### src/rtl/button_pkg.sv
// button_pkg: shared FSM state type, default parameters and sizing helper for button_press_detector.
package button_pkg;
  typedef enum logic [1:0] {IDLE, DB_PRESS, PRESSED, DB_RELEASE} state_t;
  localparam int DEF_SYNC_STAGES = 2;
  localparam int DEF_DEBOUNCE_CYCLES = 16;
  localparam int DEF_HOLD_CYCLES = 256;
  localparam int DEF_REPEAT_CYCLES = 64;
  function automatic int max3(input int a, input int b, input int c);
    int m;
    m = (a > b) ? a : b;
    return (m > c) ? m : c;
  endfunction
endpackage

### src/rtl/bit_synchronizer.sv
// bit_synchronizer: SYNC_STAGES-deep flop chain bringing an asynchronous bit into the clk domain.
module bit_synchronizer #(
  parameter int SYNC_STAGES = 2
) (
  input  logic clk,
  input  logic rst,
  input  logic d,
  output logic q
);
  logic [SYNC_STAGES-1:0] s;
  always_ff @(posedge clk or posedge rst)
    if (rst) s <= '0;
    else     s <= {s[SYNC_STAGES-2:0], d};
  assign q = s[SYNC_STAGES-1];
endmodule

### src/rtl/button_press_detector.sv
// button_press_detector: debounces a raw button into press/release pulses and a clean level.
// Define BUTTON_AUTOREPEAT_EN to emit repeated press pulses while the button is held.
module button_press_detector
  import button_pkg::*;
#(
  parameter int SYNC_STAGES     = DEF_SYNC_STAGES,
  parameter int DEBOUNCE_CYCLES = DEF_DEBOUNCE_CYCLES,
  parameter int HOLD_CYCLES     = DEF_HOLD_CYCLES,
  parameter int REPEAT_CYCLES   = DEF_REPEAT_CYCLES
) (
  input  logic clk,
  input  logic rst,
  input  logic btn_in,
  output logic press,
  output logic release_pulse, // release is a reserved word
  output logic btn_level
);
  localparam int CW = $clog2(max3(DEBOUNCE_CYCLES, HOLD_CYCLES, REPEAT_CYCLES) + 1);
  localparam logic [CW-1:0] CMAX = '1;
  localparam logic [CW-1:0] DB_LAST = CW'(DEBOUNCE_CYCLES - 1);
  state_t state, state_d;
  logic [CW-1:0] cnt, cnt_d, inc;
  logic sync_q, press_d, rel_d;
  bit_synchronizer #(.SYNC_STAGES(SYNC_STAGES)) u_sync (.clk(clk), .rst(rst), .d(btn_in), .q(sync_q));
`ifdef BUTTON_AUTOREPEAT_EN
  localparam logic [CW-1:0] HOLD_T = CW'(HOLD_CYCLES);
  localparam logic [CW-1:0] REP_T = CW'(REPEAT_CYCLES);
  logic rep, rep_d;
  always_ff @(posedge clk or posedge rst)
    if (rst) rep <= 1'b0;
    else     rep <= rep_d;
`endif
  // The sample that leaves IDLE/PRESSED is the first of the debounce run, so the counter
  // holds (samples seen - 1) and the run completes when inc reaches DEBOUNCE_CYCLES-1.
  always_comb begin
    state_d = state;
    cnt_d = cnt;
    press_d = 1'b0;
    rel_d = 1'b0;
    inc = (cnt == CMAX) ? cnt : cnt + 1'b1;
`ifdef BUTTON_AUTOREPEAT_EN
    rep_d = rep;
`endif
    case (state)
      IDLE:
        if (sync_q) begin
          state_d = (DEBOUNCE_CYCLES == 1) ? PRESSED : DB_PRESS;
          press_d = (DEBOUNCE_CYCLES == 1);
          cnt_d = '0;
        end
      DB_PRESS:
        if (!sync_q) state_d = IDLE;
        else if (inc == DB_LAST) begin
          state_d = PRESSED;
          press_d = 1'b1;
          cnt_d = '0;
        end else cnt_d = inc;
      PRESSED: begin
`ifdef BUTTON_AUTOREPEAT_EN
        if (inc == (rep ? REP_T : HOLD_T)) begin
          press_d = 1'b1;
          cnt_d = '0;
          rep_d = 1'b1;
        end else cnt_d = inc;
        if (!sync_q) rep_d = 1'b0;
`endif
        if (!sync_q) begin
          state_d = (DEBOUNCE_CYCLES == 1) ? IDLE : DB_RELEASE;
          rel_d = (DEBOUNCE_CYCLES == 1);
          press_d = 1'b0;
          cnt_d = '0;
        end
      end
      DB_RELEASE:
        if (sync_q) begin
          state_d = PRESSED;
          cnt_d = '0;
        end else if (inc == DB_LAST) begin
          state_d = IDLE;
          rel_d = 1'b1;
          cnt_d = '0;
        end else cnt_d = inc;
      default: state_d = IDLE;
    endcase
  end
  always_ff @(posedge clk or posedge rst)
    if (rst) begin
      state <= IDLE;
      cnt <= '0;
      press <= 1'b0;
      release_pulse <= 1'b0;
      btn_level <= 1'b0;
    end else begin
      state <= state_d;
      cnt <= cnt_d;
      press <= press_d;
      release_pulse <= rel_d;
      btn_level <= (state_d == PRESSED) || (state_d == DB_RELEASE);
    end
endmodule

### config.mk
export PLATFORM = sky130hd
export DESIGN_NAME = button_press_detector
export DESIGN_NICKNAME = d
export VERILOG_FILES = /design/src/rtl/button_pkg.sv /design/src/rtl/bit_synchronizer.sv /design/src/rtl/button_press_detector.sv
export SDC_FILE = /design/constraint.sdc
export NUM_CORES = 1
export LEC_CHECK = 0
export ABC_AREA = 1
export CAP_MARGIN = 20
export CORE_MARGIN = 8
export CORE_UTILIZATION = 50
export DETAILED_ROUTE_END_ITERATION = 6
export GPL_TIMING_DRIVEN = 1
export PLACE_DENSITY = 0.72
export SLEW_MARGIN = 20
export SYNTH_ARGS = -nofsm -noshare
export SYNTH_HDL_FRONTEND = slang
export SYNTH_SLANG_ARGS = --single-unit
### constraint.sdc
create_clock -name clk -period 3.9 [get_ports clk]
set_input_delay 0.585 -clock clk [delete_from_list [all_inputs] [get_ports clk]]
set_output_delay 0.585 -clock clk [all_outputs]
set_load 0.03 [all_outputs]
# Word-level counts from Yosys, hierarchy flattened

Index checks and enable logic that the tools add are counted.

$add $sub $neg: 1
Multiplexer cells: 19
Equality and inequality tests: 10
Reduce and logical (&&, ||, !) cells: 3

Operator list:

| cell                | number |
|---|---|
| $mux 9              | 6 |
| $pmux 9 s4          | 1 |
| $mux 2              | 6 |
| $add 9x1->9 const B | 1 |
| $eq 9x4->1 const B  | 1 |
| $eq 9x9->1 const B  | 1 |
| $eq 2x2->1 const B  | 4 |
| $pmux 2 s4          | 1 |
| $mux 1              | 5 |
| $ne 2x1->1 const B  | 2 |
| $reduce_and 3->1    | 1 |
| $eq 2x1->1 const B  | 1 |
| $logic_not 2->1     | 1 |
| $ne 2x2->1 const B  | 1 |
| $logic_or 1x1->1    | 1 |

Output and inout bits: 3
Bits in registers: 16

# Longest topological paths before layout

Gate-level depths: netlist of the first run.

Depth in word-level cells: 8
Gate-level depth with buffers: 11
Gate-level depth less buffers: 11

# Cells and area by module

Synthesis of the first run repeated with hierarchy kept, for this count alone.

Cells, all modules: 123
Area total of the unflattened synthesis: 897.1 um^2

Modules (own cells, without submodules):

| module                | times used | area each (um^2) | cells an instance |
|---|---|---|---|
| button_press_detector | 1          | 843.3            | 120 |
| bit_synchronizer      | 1          | 53.8             | 3 |

# Worst setup path before layout of the first run

OpenSTA, ideal clock, no wires.

Path kind: register -> register
Start point: register cnt[0]
End point: register cnt[7]
Path buffers: 1
Setup slack: 2.270 ns
Stages on the path, launching flop included: 11
Clock period less this slack: 1.630 ns
Arrival time: 1.513 ns
Cells stage by stage: dfrtp_1 > ha_1 > nand2_2 > nor2_4 > nand3_2 > buf_6 > nand4_2 > nor2_8 > nand3_4 > nand3_1 > nand2_1

Longest elaborated chain between the ends: 6
Elaborated cells between the ends (all ways): 8

RTL lines:

| what                                             | line                                                     | RTL |
|---|---|---|
| start, declared                                  | button_press_detector.sv:22                              | `logic [CW-1:0] cnt, cnt_d, inc;` |
| start signal, assigned                           | button_press_detector.sv:95                              | `cnt <= cnt_d;` |
| $add 9x1->9 / $eq 9x9->1 (equally long branches) | button_press_detector.sv:40                              | `inc = (cnt == CMAX) ? cnt : cnt + 1'b1;` |
| $mux 9 (*)                                       | button_press_detector.sv:40                              |  |
| $eq 9x4->1                                       | button_press_detector.sv:53, button_press_detector.sv:78 |  |
| $mux 9 (*)                                       | button_press_detector.sv:53, button_press_detector.sv:78 |  |
| $mux 9, on equally long branches                 | button_press_detector.sv:75, button_press_detector.sv:52 |  |
| $pmux 9 s4 (*)                                   | button_press_detector.sv:44                              | `case (state)` |

Every way passes the cells marked *; elsewhere a longest branch is shown, timed or not. The select of a mux whose other input is x is not followed.
A chain may end at the register's enable or synchronous reset.

# Worst setup path after layout of the first run

Start point: register cnt[0]
End point: register cnt[0]

Same word-level chain as after synthesis.

==> flow_summary.yaml, run 1 <==
synthesis:
  synth_top_cell_by_area: "dfrtp_1"
  synth_top_area_share_pct: 37.6
  yosys_register_bits: 15
  avgSynthCellArea_um2: 7.28
  synth_area_um2: 997
  yosysSeqAreaShare_pct: 37.6
  yosys_warnings: 0
  synth_top_cells_by_area: "dfrtp_1, nand2_1, nand3_1, inv_1, nor2_1"
  synthCells: 137
  synth.distinct_cells: 23
  synth.net_count: 141
grt:
  grt_use_met3_pct: 1.69
  grt_pass1_wl_mm: 3.53
  grt_pass1_vias: 833
  grtUsageMet1_pct: 15.5
  antenna_found_initial: 0
  grt_usage_pct: 12.7
  grt_max_degree: 16
  grt_busiest_layer: "met2"
  grt-ovfl-total: 0
  grt_use_met2_pct: 20.7
setup_path:
  cp_top_family: "simple AND/OR/NAND/NOR gates"
  worstSetupPathType: "flop to flop"
  slowest_delay_ns: 0.45
  reg2reg_depth: 10
  cp-start-kind: "flop"
  critical_path_required_ns: 4.08
  r2r-end: "cnt[0]"
  cp_cell_sequence: "ha_1 > nand2_2 > nor2_4 > nand3_2 > nand2_1 > nand2_1 > nor2_2 > nand3_4 > nand3_1 > nand2_1"
  end_kind: "flop"
  critPathBufInv: 0
  worstSetupPathDepth: 10
  cp_max_fo: 11
  critPathLaunch: "cnt[0]"
  crit_end: "cnt[0]"
  cpMaxStageDelayCell: "dfrtp_1"
  crit-reg2reg-launch: "cnt[0]"
  cpMostUsedCell: "nand2_1"
  rrSetupSlack_ns: 1.84
  arrival_ns: 2.24
power_and_ir_drop:
  power_leakage_nw: 0.582
  power.density_nw_per_um2: 272
  vdd_drop_max_mv: 0.262
placement:
  portBuffers: 5
  place.gp.congestion: 0.972
  hpwl_mm: 1.61
flow_run:
  maxCapViolCount: 0
detailed_routing:
  via_per_inst: 5.13
  drc: 0
  detail_route.iter0.violations: 34
  detail-route-antenna-nets: 0
  dr_total_vias: 882
  dr.pass1.iters: 4
  totalWireLength_mm: 2.04
  post_drt_wl_per_cell_um: 11.8
timing:
  setup_viol_count_final: 0
  finalHoldViolations: 0
  post-route-min-period_ns: 2.06
  max-slew-margin-rel_pct: 62.9
  slew_viol_final: 0
  rsz0062_at_grt: "false"
  setup_tns_ns: 0
  tightest_slew_ns: 0.556
  fin_skew_ns: 0.00362
  max_freq_mhz: 485
  final.period_utilization_pct: 52.9
  whs_ns: 0.360
hold_path:
  hp-class: "flop to flop"
  holdPathStages: 0
die:
  ios: 6
  die-area_um2: 3680
  core_um2: 1920
  start_util_pct: 51.9
  die_h_um: 60.7
  num_rows: 16
  chipWidth_um: 60.7
finish:
  fin_nets: 150
  area_growth_pct: 10.0
  drive_gt1_share_pct: 13.8
  diodes: 0
  final_common_cell: "nand2_1"
  layout_common_cells: "nand2_1, inv_1, nand3_1"
clock_network:
  cts_hold_buf: 0
  clock_path_buffers: 2
  cts_root_buffer: "clkbuf_4"
  numClockSinks: 15
  path_clk_slew_ns: 0.09
  clk_latency_ns: 0.28
  cts_setup_buffers: 0
  cts_resized: 0
  cts_buffers: 3
  cts-htree-levels: 1
  cts_tree: "yes"
outcome:
  status: "completed"
[per-layer routing]
metal,share of wire (%),vias to the layer above
li1,-,448
met1,48,409
met2,48,21
met3,2.8,4
met4,1.3,0
met5,0,-
[how the worst min path moves through the flow]
stage,from,endpoint,slack [ns]
finish,u_sync.s[0],u_sync.s[1],0.36
floorplan,u_sync.s[0],u_sync.s[1],0.33
global placement,u_sync.s[0],u_sync.s[1],0.35
CTS,u_sync.s[0],u_sync.s[1],0.36
detailed placement,u_sync.s[0],u_sync.s[1],0.34
global route,u_sync.s[0],u_sync.s[1],0.38
[cell type report]
class	count	area (um^2)
clock buffer	3	22.5
clock inverter	1	5.00
fill	188	825
inverter	24	90.1
multi-input combinational	97	520
sequential	15	375
tap	27	33.8
timing repair buffer	5	50.0
[cells by family (layout without fill, tap and decap cells)]
logic type | after synthesis | after routing | share of synthesized area (%)
AND/OR/NAND/NOR | 92 | 92 | 48.3
AO/OA/AOI/OAI | 4 | 4 | 2.63
buffers and inverters | 25 | 33 | 10.2
flip-flops | 15 | 15 | 37.6
adder cells (fa/ha/maj) | 1 | 1 | 1.25
[synth_stat cells (all sizes together)]
cell and count:
buf 1, nand3 19, nor2 20, inv 23, o21ai 2, dfrtp 15, o21bai 1, ha 1
and3 1, clkinv 1, a21oi 1, nand4 8, nand2 44
[state kept, by name (all words and copies together), names as in the netlist]
register	count
press	1
cnt	9
release_pulse	1
state	1
u_sync.s	2
btn_level	1
[through the flow]
step,util (%),power (mW),instances,area [um^2],setup WS (ns)
floorplan,-,0.203,137,997,2.27
global placement,55.7,0.211,168,1070,1.98
detailed placement,55.7,0.212,168,1070,1.88
CTS,57.1,0.302,172,1100,1.86
global route,57.1,0.313,172,1100,1.68
finish,57.1,0.299,172,1100,1.84
[report_power, final]
part	total [mW]	switching (mW)	internal, mW
logic	0.0448	0.0285	0.0163
clock network	0.0891	0.0510	0.0381
registers	0.165	0.00535	0.159
total	0.299	0.0848	0.214
(Power assumes the default switching activity.)
==> run 2: changes to the inputs <==
- clock period: 3.9 -> 2.1 ns (I/O delays scaled with it)
==> run 2 against run 1 <==
Against the previous run:
- final cell count increased by 1.2%
- non-clock buffer count increased by 2
- final area increased by 1.9%
- hold slack improved by 0.0059 ns
- clock power increased by 81%
- register-to-register slack got worse by 1.6 ns
- first-iteration DRC count decreased by 24%
- routed wire length increased by 1.4%
==> flow_summary.yaml, run 2 (synthesized netlist as in run 1, its figures left out) <==
setup_path:
  critical_path_required_ns: 2.27
  cp_max_fo: 8
  worstSetupPathType: "flop to flop"
  cp-start-kind: "flop"
  arrival_ns: 2.07
  end_kind: "flop"
hold_path:
  hp-class: "input pin to async pin"
detailed_routing:
  post_drt_wl_per_cell_um: 11.9
  detail_route.iter0.violations: 26
  drc: 0
  via_per_inst: 5.01
  dr.pass1.iters: 4
  totalWireLength_mm: 2.07
  dr_total_vias: 872
  detail-route-antenna-nets: 0
die:
  die-area_um2: 3680
  die_h_um: 60.7
  core_um2: 1920
  chipWidth_um: 60.7
  start_util_pct: 51.9
  num_rows: 16
  ios: 6
grt:
  grt-ovfl-total: 0
  grt_usage_pct: 13.1
  grt_pass1_wl_mm: 3.64
  antenna_found_initial: 0
  grt_pass1_vias: 830
  grt_max_degree: 16
placement:
  hpwl_mm: 1.64
  portBuffers: 5
  place.gp.congestion: 0.946
power_and_ir_drop:
  finalPower_uw: 553
  vdd_drop_max_mv: 0.467
  power.density_nw_per_um2: 495
  power_leakage_nw: 0.589
clock_network:
  path_clk_slew_ns: 0.08
  clock_path_buffers: 2
  cts_buffers: 3
  cts_resized: 0
  cts_tree: "yes"
  numClockSinks: 15
  clk_latency_ns: 0.28
  cts_setup_buffers: 0
  cts_root_buffer: "clkbuf_4"
  cts-htree-levels: 1
  cts_hold_buf: 0
finish:
  layout_common_cells: "nand2_1, inv_1, nand3_1"
  area_growth_pct: 12.2
  largest_registers: "cnt (9), u_sync.s (2)"
  diodes: 0
  largest_reg_flops: 9
  n_fill_cell: 198
  regMostFlops: "cnt"
  fin_nets: 152
  drive_gt1_share_pct: 14.3
  final_common_cell: "nand2_1"
timing:
  slew_viol_final: 0
  tightest_slew_ns: 0.555
  finalHoldViolations: 0
  setup_viol_count_final: 0
  rsz0062_at_grt: "false"
  max-slew-margin-rel_pct: 62.9
  setup_tns_ns: 0
  final.period_utilization_pct: 90.5
  post-route-min-period_ns: 1.90
  fin_skew_ns: 0.00446
  max_freq_mhz: 526
outcome:
  status: "completed"
flow_run:
  maxCapViolCount: 0
run 2: report_power, final:
part / total (mW) / internal [mW] / switching, mW / leakage (nW)
Sequential: 0.304 / 0.296 / 0.00807 / 0.201
Combinational: 0.0878 / 0.0328 / 0.0549 / 0.373
Clock: 0.161 / 0.0737 / 0.0876 / 0.0150
run 2: final timing paths:
kind,slack [ns],cells past startpoint,end,startpoint
worst max-delay path,0.20,10,cnt[7],cnt[0]
worst min-delay path,0.37,2,cnt[2],rst
worst max register to register,0.20,10,cnt[7],cnt[0]
worst min register to register,0.37,0,u_sync.s[1],u_sync.s[0]
max in group asynchronous,1.36,2,cnt[1],rst
min in group clk,0.37,0,u_sync.s[1],u_sync.s[0]
run 2: worst max-delay path, cell delays in order, from the launching register on:
cell,delay (ns)
dfrtp_1,0.41
ha_1,0.24
nand2_2,0.11
nor2_4,0.15
nand3_4,0.14
nand2_1,0.09
nand2_1,0.09
nor2_2,0.23
nand3_4,0.14
nand3_1,0.11
nand2_1,0.06
run 2: per-stage QoR:
stage / instances / util [%] / hold slack (ns) / area [um^2] / setup slack [ns]
after floorplan: 137 / - / 0.216 / 997 / 0.470
after detailed placement: 170 / 56.4 / 0.336 / 1080 / 0.194
final: 174 / 58.2 / 0.365 / 1120 / 0.199
after global routing: 174 / 58.2 / 0.382 / 1120 / 0.0234
after global placement: 170 / 56.4 / 0.348 / 1080 / 0.242
after CTS: 174 / 57.8 / 0.368 / 1110 / 0.162
run 2: area by class of cell:
cell class	count	area [um^2]	area share, %
Multi-Input combinational cell	97	528	47.2
Timing Repair Buffer	7	65.1	5.82
Tap cell	27	33.8	3.02
Sequential cell	15	375	33.6
Inverter	24	90.1	8.05
Clock buffer	4	26.3	2.35
run 2: routing by layer:
metal  share of wire (%)  wire (um)  global-route usage [%]  vias up
li1                    -          -                       -      454
met5                   0          0                       0        -
met4                 2.4         49                    7.97        0
met2                  47        966                    20.4       22
met3                 3.8         79                    1.48        6
met1                  47        970                    16.7      390
